$ cat src/rtl/vga_timing_pkg.sv
// 640x480@60 raster constants shared by the sync generator and overlay blocks.
package vga_timing_pkg;
   localparam int COORD_W       = 10;

   localparam int DEF_H_DISPLAY = 640;
   localparam int DEF_H_FRONT   = 16;
   localparam int DEF_H_SYNC    = 96;
   localparam int DEF_H_BACK    = 48;
   localparam int DEF_V_DISPLAY = 480;
   localparam int DEF_V_FRONT   = 10;
   localparam int DEF_V_SYNC    = 2;
   localparam int DEF_V_BACK    = 33;

   localparam int DEF_H_TOTAL   = DEF_H_DISPLAY + DEF_H_FRONT + DEF_H_SYNC + DEF_H_BACK;
   localparam int DEF_V_TOTAL   = DEF_V_DISPLAY + DEF_V_FRONT + DEF_V_SYNC + DEF_V_BACK;
endpackage

$ cat src/rtl/vga_pixel_tick.sv
// Pixel enable: toggle divider when VGA_SYNC_PIXEL_DIV_EN is defined, else constant 1.
// Latency: first high one clk after reset release; no backpressure (free-running).
module vga_pixel_tick (
`ifdef VGA_SYNC_PIXEL_DIV_EN
   input  logic clk,
   input  logic reset,
`endif
   output logic pixel_tick
);

`ifdef VGA_SYNC_PIXEL_DIV_EN
   logic tick_q;

   always_ff @(posedge clk) begin
      if (reset) tick_q <= 1'b0;
      else       tick_q <= ~tick_q;
   end

   assign pixel_tick = tick_q;
`else
   assign pixel_tick = 1'b1;
`endif

endmodule

$ cat src/rtl/vga_sync_gen.sv
// Raster counters with registered sync/blank/tick decodes; VGA_SYNC_PIXEL_DIV_EN halves the pixel rate.
// Latency: decodes are registered from next-state counters, so they change on the counter edge.
// Backpressure: none; the raster free-runs whenever pixel_tick is high.
module vga_sync_gen
   import vga_timing_pkg::*;
#(
   parameter int   H_DISPLAY   = vga_timing_pkg::DEF_H_DISPLAY,
   parameter int   H_FRONT     = vga_timing_pkg::DEF_H_FRONT,
   parameter int   H_SYNC      = vga_timing_pkg::DEF_H_SYNC,
   parameter int   H_BACK      = vga_timing_pkg::DEF_H_BACK,
   parameter int   V_DISPLAY   = vga_timing_pkg::DEF_V_DISPLAY,
   parameter int   V_FRONT     = vga_timing_pkg::DEF_V_FRONT,
   parameter int   V_SYNC      = vga_timing_pkg::DEF_V_SYNC,
   parameter int   V_BACK      = vga_timing_pkg::DEF_V_BACK,
   parameter logic SYNC_ACTIVE = 1'b0
) (
   input  logic               clk,
   input  logic               reset,
   output logic [COORD_W-1:0] HCount,
   output logic [COORD_W-1:0] VCount,
   output logic               hsync,
   output logic               vsync,
   output logic               video_on,
   output logic               pixel_tick,
   output logic               line_tick,
   output logic               frame_tick
);

   localparam int H_TOTAL = H_DISPLAY + H_FRONT + H_SYNC + H_BACK;
   localparam int V_TOTAL = V_DISPLAY + V_FRONT + V_SYNC + V_BACK;

   if (H_TOTAL > 1024 || V_TOTAL > 1024) begin : g_bad_timing
      $error("vga_sync_gen: H_TOTAL and V_TOTAL must not exceed 1024");
   end

   localparam logic [COORD_W-1:0] C_ONE    = COORD_W'(1);
   localparam logic [COORD_W-1:0] H_LAST   = COORD_W'(H_TOTAL - 1);
   localparam logic [COORD_W-1:0] V_LAST   = COORD_W'(V_TOTAL - 1);
   localparam logic [COORD_W-1:0] H_VIS    = COORD_W'(H_DISPLAY);
   localparam logic [COORD_W-1:0] V_VIS    = COORD_W'(V_DISPLAY);
   localparam logic [COORD_W-1:0] HS_START = COORD_W'(H_DISPLAY + H_FRONT);
   localparam logic [COORD_W-1:0] HS_END   = COORD_W'(H_DISPLAY + H_FRONT + H_SYNC - 1);
   localparam logic [COORD_W-1:0] VS_START = COORD_W'(V_DISPLAY + V_FRONT);
   localparam logic [COORD_W-1:0] VS_END   = COORD_W'(V_DISPLAY + V_FRONT + V_SYNC - 1);

   logic [COORD_W-1:0] h_nxt;
   logic [COORD_W-1:0] v_nxt;
   logic               end_of_line;
   logic               end_of_frame;

   vga_pixel_tick u_pixel_tick (
`ifdef VGA_SYNC_PIXEL_DIV_EN
      .clk        (clk),
      .reset      (reset),
`endif
      .pixel_tick (pixel_tick)
   );

   always_comb begin
      h_nxt        = HCount;
      v_nxt        = VCount;
      end_of_line  = pixel_tick && (HCount == H_LAST);
      end_of_frame = end_of_line && (VCount == V_LAST);
      if (end_of_line) begin
         h_nxt = '0;
         v_nxt = (VCount == V_LAST) ? '0 : VCount + C_ONE;
      end else if (pixel_tick) begin
         h_nxt = HCount + C_ONE;
      end
   end

   // Decoding h_nxt/v_nxt keeps every output aligned with the counters it describes.
   always_ff @(posedge clk) begin
      if (reset) begin
         HCount     <= '0;
         VCount     <= '0;
         hsync      <= ~SYNC_ACTIVE;
         vsync      <= ~SYNC_ACTIVE;
         video_on   <= 1'b0;
         line_tick  <= 1'b0;
         frame_tick <= 1'b0;
      end else begin
         HCount     <= h_nxt;
         VCount     <= v_nxt;
         hsync      <= (h_nxt >= HS_START && h_nxt <= HS_END) ? SYNC_ACTIVE : ~SYNC_ACTIVE;
         vsync      <= (v_nxt >= VS_START && v_nxt <= VS_END) ? SYNC_ACTIVE : ~SYNC_ACTIVE;
         video_on   <= (h_nxt < H_VIS) && (v_nxt < V_VIS);
         line_tick  <= end_of_line;
         frame_tick <= end_of_frame;
      end
   end

endmodule
$ cat config.mk
export PLATFORM = sky130hd
export DESIGN_NAME = vga_sync_gen
export DESIGN_NICKNAME = d
export VERILOG_FILES = /design/src/rtl/vga_timing_pkg.sv /design/src/rtl/vga_pixel_tick.sv /design/src/rtl/vga_sync_gen.sv
export SDC_FILE = /design/constraint.sdc
export NUM_CORES = 1
export LEC_CHECK = 0
export ABC_AREA = 1
export BUFFER_PORTS_ARGS = -buffer_cell sky130_fd_sc_hd__buf_4
export CAP_MARGIN = 20
export CELL_PAD_IN_SITES_DETAIL_PLACEMENT = 0
export CELL_PAD_IN_SITES_GLOBAL_PLACEMENT = 1
export CORE_ASPECT_RATIO = 0.9
export CORE_MARGIN = 10
export CORE_UTILIZATION = 38
export DETAILED_ROUTE_END_ITERATION = 10
export PLACE_DENSITY_LB_ADDON = 0.15
export REMOVE_ABC_BUFFERS = 1
export SKIP_LAST_GASP = 1
export SYNTH_ARGS = -nofsm -noshare
export SYNTH_HDL_FRONTEND = slang
export SYNTH_SLANG_ARGS = --single-unit
$ cat constraint.sdc
create_clock -name clk -period 2 [get_ports clk]
set_clock_uncertainty 0.1 [all_clocks]
set_input_delay 0.1 -clock clk [delete_from_list [all_inputs] [get_ports clk]]
set_output_delay 0.1 -clock clk [all_outputs]
set_load 0.1 [all_outputs]
# Word-level counts from Yosys, hierarchy flattened
# Cells that the tools add are included.
dict set report classes {
  eq_ne 2
  addsub 2
  n_reduce_logical 4
  n_lt_le_gt_ge 6
  muxes 5
}
# operator n
set op_table {}
lappend op_table {{$mux 10} 3}
lappend op_table {{$add 10x1->10 const B} 2}
lappend op_table {{$eq 10x10->1 const B} 2}
lappend op_table {{$ge 10x10->1 const B} 1}
lappend op_table {{$ge 10x9->1 const B} 1}
lappend op_table {{$le 10x10->1 const B} 1}
lappend op_table {{$le 10x9->1 const B} 1}
lappend op_table {{$lt 10x10->1 const B} 1}
lappend op_table {{$lt 10x9->1 const B} 1}
lappend op_table {{$logic_and 1x1->1} 4}
lappend op_table {{$mux 1} 2}
dict set report word_totals {
  out_inout_bits 26
  ff_bits 25
  input_bits 2
  elab_cells 26
}

# Longest topological paths before layout
dict set report depth {
  depth_word 6
  depth_mapped 12
  depth_no_buf 12
}

# By module
# From an unflattened synthesis, not the netlist that was laid out.
dict set report unflattened {
  cells_unflattened 229
  hier_area_um2 1477.7
}
# module area_each_um2 instances cells_per_inst
set modules_own_cells {}
lappend modules_own_cells {vga_sync_gen 1466.4 1 227}
lappend modules_own_cells {vga_pixel_tick 11.3 1 2}

# Least setup slack after synthesis
# OpenSTA, ideal clock, no wires.
dict set report synth_timing {
  path_type {register to register}
  from {register HCount[0]}
  to {register vsync}
  arrival_time_ns 2.249
  setup_ns 0.122
  slack_ns -0.471
  t_required_ns 1.778
  n_path_buf 0
  stages_incl_launch_ff 11
  cell_sequence {dfxtp_1 > ha_1 > nand2_2 > inv_2 > nand2_4 > nor2_8 > nand4_1 > nand2_1 > nand3b_1 > nor2_2 > nand3_1}
}
dict set report synth_between {
  elab_chain_len 5
  word_cells_on_any_way 6
  classes_between {order compare (2); eq/ne (1); mux (2); reduce/logical (1)}
}
# item line_no
set synth_rtl {}
lappend synth_rtl {{start, declared} vga_sync_gen.sv:19} ;# output logic [COORD_W-1:0] HCount,
lappend synth_rtl {{start signal, assigned} vga_sync_gen.sv:83} ;# HCount <= h_nxt;
lappend synth_rtl {{$eq 10x10->1 (*)} vga_sync_gen.sv:62} ;# end_of_line = pixel_tick && (HCount == H_LAST);
lappend synth_rtl {{$mux 10 (*)} vga_sync_gen.sv:64} ;# if (end_of_line) begin
lappend synth_rtl {{$ge 10x9->1 or $le 10x9->1 (tied branches)} vga_sync_gen.sv:86} ;# vsync <= (v_nxt >= VS_START && v_nxt <= VS_END) ? SYNC_ACTIVE : ~SYNC_ACTIVE;
lappend synth_rtl {{$logic_and 1x1->1 (*)} vga_sync_gen.sv:86}
lappend synth_rtl {{$mux 1 (*)} vga_sync_gen.sv:86}
lappend synth_rtl {{end signal, assigned} vga_sync_gen.sv:78} ;# vsync <= ~SYNC_ACTIVE;
lappend synth_rtl {{end signal, assigned} vga_sync_gen.sv:86}
lappend synth_rtl {{end, declared} vga_sync_gen.sv:22} ;# output logic vsync,
# Mark *: on every way between the ends. The rest lies on a longest branch, timed or not.
# A chain may end at the register's enable or synchronous reset.

# Final worst setup path
# Same ends and word-level chain as after synthesis.

==> metrics.md <==
| Metric | Value |
|---|---|
| Status | finished, final reports clean |
| Number of iterations in the first detailed-routing pass | 4 |
| Setup TNS | 0 ns |
| Antenna diodes | 0 |
| Synth top area share | 33.2% |
| Routed WL | 3740 um |
| FF+latch count, synth | 25 |
| Worst vdd ir | 0.000329 V |
| Count of final hold-check violations | 0 |
| Seq/Total Area, Yosys | 33.2% |
| Synthesis Warnings | 0 |
| FILL cells | 412 |
| LEAKAGE | 0.897 nW |
| Layout area overhead | 20.7% |
| Yosys top cell by area | dfxtp_1 |
| Post-CTS Setup Inserts | 0 |
| Nature of the critical path endpoint | register |
| Vias in the first global route | 1303 |
| Site Rows | 21 |
| Initial antenna violation count | 0 |
| Tmin final | 1.78 ns |
| Total die area | 6890 sq um |
| Hold/Removal Path Class | in -> reg |
| Grt ovf | 0 |
| Initial DRC count | 130 |
| CTS resizes | 0 |
| CTS Sinks | 25 |
| Avg Vias per Cell | 4.73 |
| RSZ-0062 raised after global routing | no |
| GR Util All Layers | 11.4% |
| GP Congestion | 0.879 |
| Setup violations, final | 0 |
| Critical Path Source Type | register |
| Core region area | 3780 sq um |
| Post-synth cell types | 29 |
| Count of final max-slew check failures | 0 |
| CP arrival | 1.84 ns |
| Hold Buf Count CTS | 0 |
| Starting Density | 39.9% |
| Multi-input logic area | 876 sq um |
| Register Area | 500 sq um |
| CTS tree | built |
| Routed Antenna Nets | 0 |
| Reg clk slew, reported paths | 0.08 ns |
| Die width | 86.4 um |
| Largest net degree at the start of global routing | 23 |
| First-pass GRT wire length | 6350 um |
| Crit path required time | 2.05 ns |
| PortBufs | 26 |
| # Max-Cap Violations | 0 |
| Clock Latency Late Sink | 0.27 ns |
| Synth Instances | 226 |
| Via count | 1434 |
| Mapped Area | 1510 sq um |
| Vert. Die Dim | 79.8 um |
| Fraction of layout cells with a size suffix above 1 | 23.7% |
| Mean post-synth cell area | 6.68 sq um |
| TritonCTS buffer count | 3 |
| Fin crit share | 89.2% |
| Post-layout nets | 264 |
| CTS root buf | clkbuf_8 |
| Critical-path maximum fanout | 8 |
| Ports | 28 |
| Fmax achieved | 0.561 GHz |
| WHS | 0.0655 ns |
| WS Path Type | reg -> reg |
| Synth top area cells | dfxtp_1 (33%), nand2_1 (14%), nor2_1 (9.0%) |
| Drt drc | 0 |
| Post-DR wirelength/cell | 12.3 um |
| Power density cells | 492 nW/um^2 |
| DP HPWL | 2990 um |
| H-tree depth | 1 |
| Clock buffer depth | 2 |
[final timing paths]
check | start | endpoint | slack, ns | cells past startpoint
setup / recovery | HCount[0]$_SDFF_PP0_ | vsync$_SDFF_PP1_ | 0.22 | 10
hold / removal | reset | HCount[1]$_SDFF_PP0_ | 0.07 | 2
setup reg to reg | HCount[0]$_SDFF_PP0_ | vsync$_SDFF_PP1_ | 0.22 | 10
hold reg to reg | HCount[0]$_SDFF_PP0_ | HCount[0]$_SDFF_PP0_ | 0.46 | 2
[cell type report]
class | instances | area share (%)
Multi-Input combinational cell | 167 | 48.1
Sequential cell | 25 | 27.5
Timing Repair Buffer | 30 | 12.4
Inverter | 31 | 6.46
Tap cell | 46 | 3.16
Clock buffer | 4 | 2.47
[registers in the layout, summed over array words and instances, names as in the netlist]
name,count
HCount,10
VCount,10
frame_tick,1
hsync,1
line_tick,1
video_on,1
vsync,1
[cells by family (layout without fill, tap and decap cells)]
group	count (synthesis)	after routing	share of synthesized area (%)
and+or+nand+nor	149	149	49.1
adders and majority gates	4	4	3.32
other	1	1	0.249
xor gates and xnor gates	2	2	1.16
buffers and inverters	34	65	8.79
AOI/OAI and AO/OA	11	11	4.23
DFF	25	25	33.2
[cells in the final DEF, fill, tap and decap left out, drive strengths merged]
cell,count
nand2,66
nor2,44
buf,30
inv,30
nand3,26
dfxtp,25
nor3,7
o21ai,7
nand4,4
ha,4
clkbuf,4
a21oi,2
xor2,2
clkinv,1
a21o,1
o21bai,1
or2,1
nand3b,1
conb,1
[metrics by stage]
stage	cell area, sq um	setup slack, ns	power [mW]	cells	util (%)
6_report	1820	0.217	0.897	303	48.1
5_1_grt	1820	0.0500	0.943	303	48.1
4_1_cts	1820	0.211	0.913	303	48.1
3_5_place_dp	1780	0.219	0.612	299	47.0
3_3_place_gp	1780	0.186	0.612	299	47.0
2_1_floorplan	1490	-0.471	0.585	223	-
[cells in the mapped netlist]
master and count:
o21ai_2 1, nor2_8 1, o21bai_1 1, nand2_4 1, nand3_1 21, xor2_1 2
nand2_2 7, a21o_1 1, nand2_1 58, nand3_4 2, nor2_1 36, nor3_1 6
dfxtp_1 25, a21oi_1 2, nor2_4 4, buf_4 1, o21ai_0 6, nand3_2 3
nor2_2 3, inv_1 26, conb_1 1, nand4_1 4, clkinv_2 1, ha_1 4
inv_2 4, nand3b_1 1, or2_1 1, nor3_2 1, clkbuf_1 2
[report_power, final]
group | internal [mW] | total [mW] | switching (mW) | leakage [nW]
Clock | 0.142 | 0.297 | 0.155 | 0.0228
Sequential | 0.503 | 0.507 | 0.00384 | 0.202
Combinational | 0.0190 | 0.0918 | 0.0728 | 0.672
[critical path: stages, from the launching register on]
cell and delay [ns]:
dfxtp_1 0.34, ha_1 0.18, nand2_2 0.10, inv_2 0.11, nand2_4 0.09, nor2_8 0.19, nand4_1 0.12, nand2_1 0.11
nand3b_1 0.09, nor2_2 0.15, nand3_1 0.08
[per-layer routing]
metal	GRT usage [%]	vias up	share of wire (%)
li1	-	767	-
met1	16.2	627	53
met2	15.8	38	40
met3	3.98	2	6.4
met4	2.43	0	0.48
met5	0	-	0
Power figures use the tool's default switching activity.
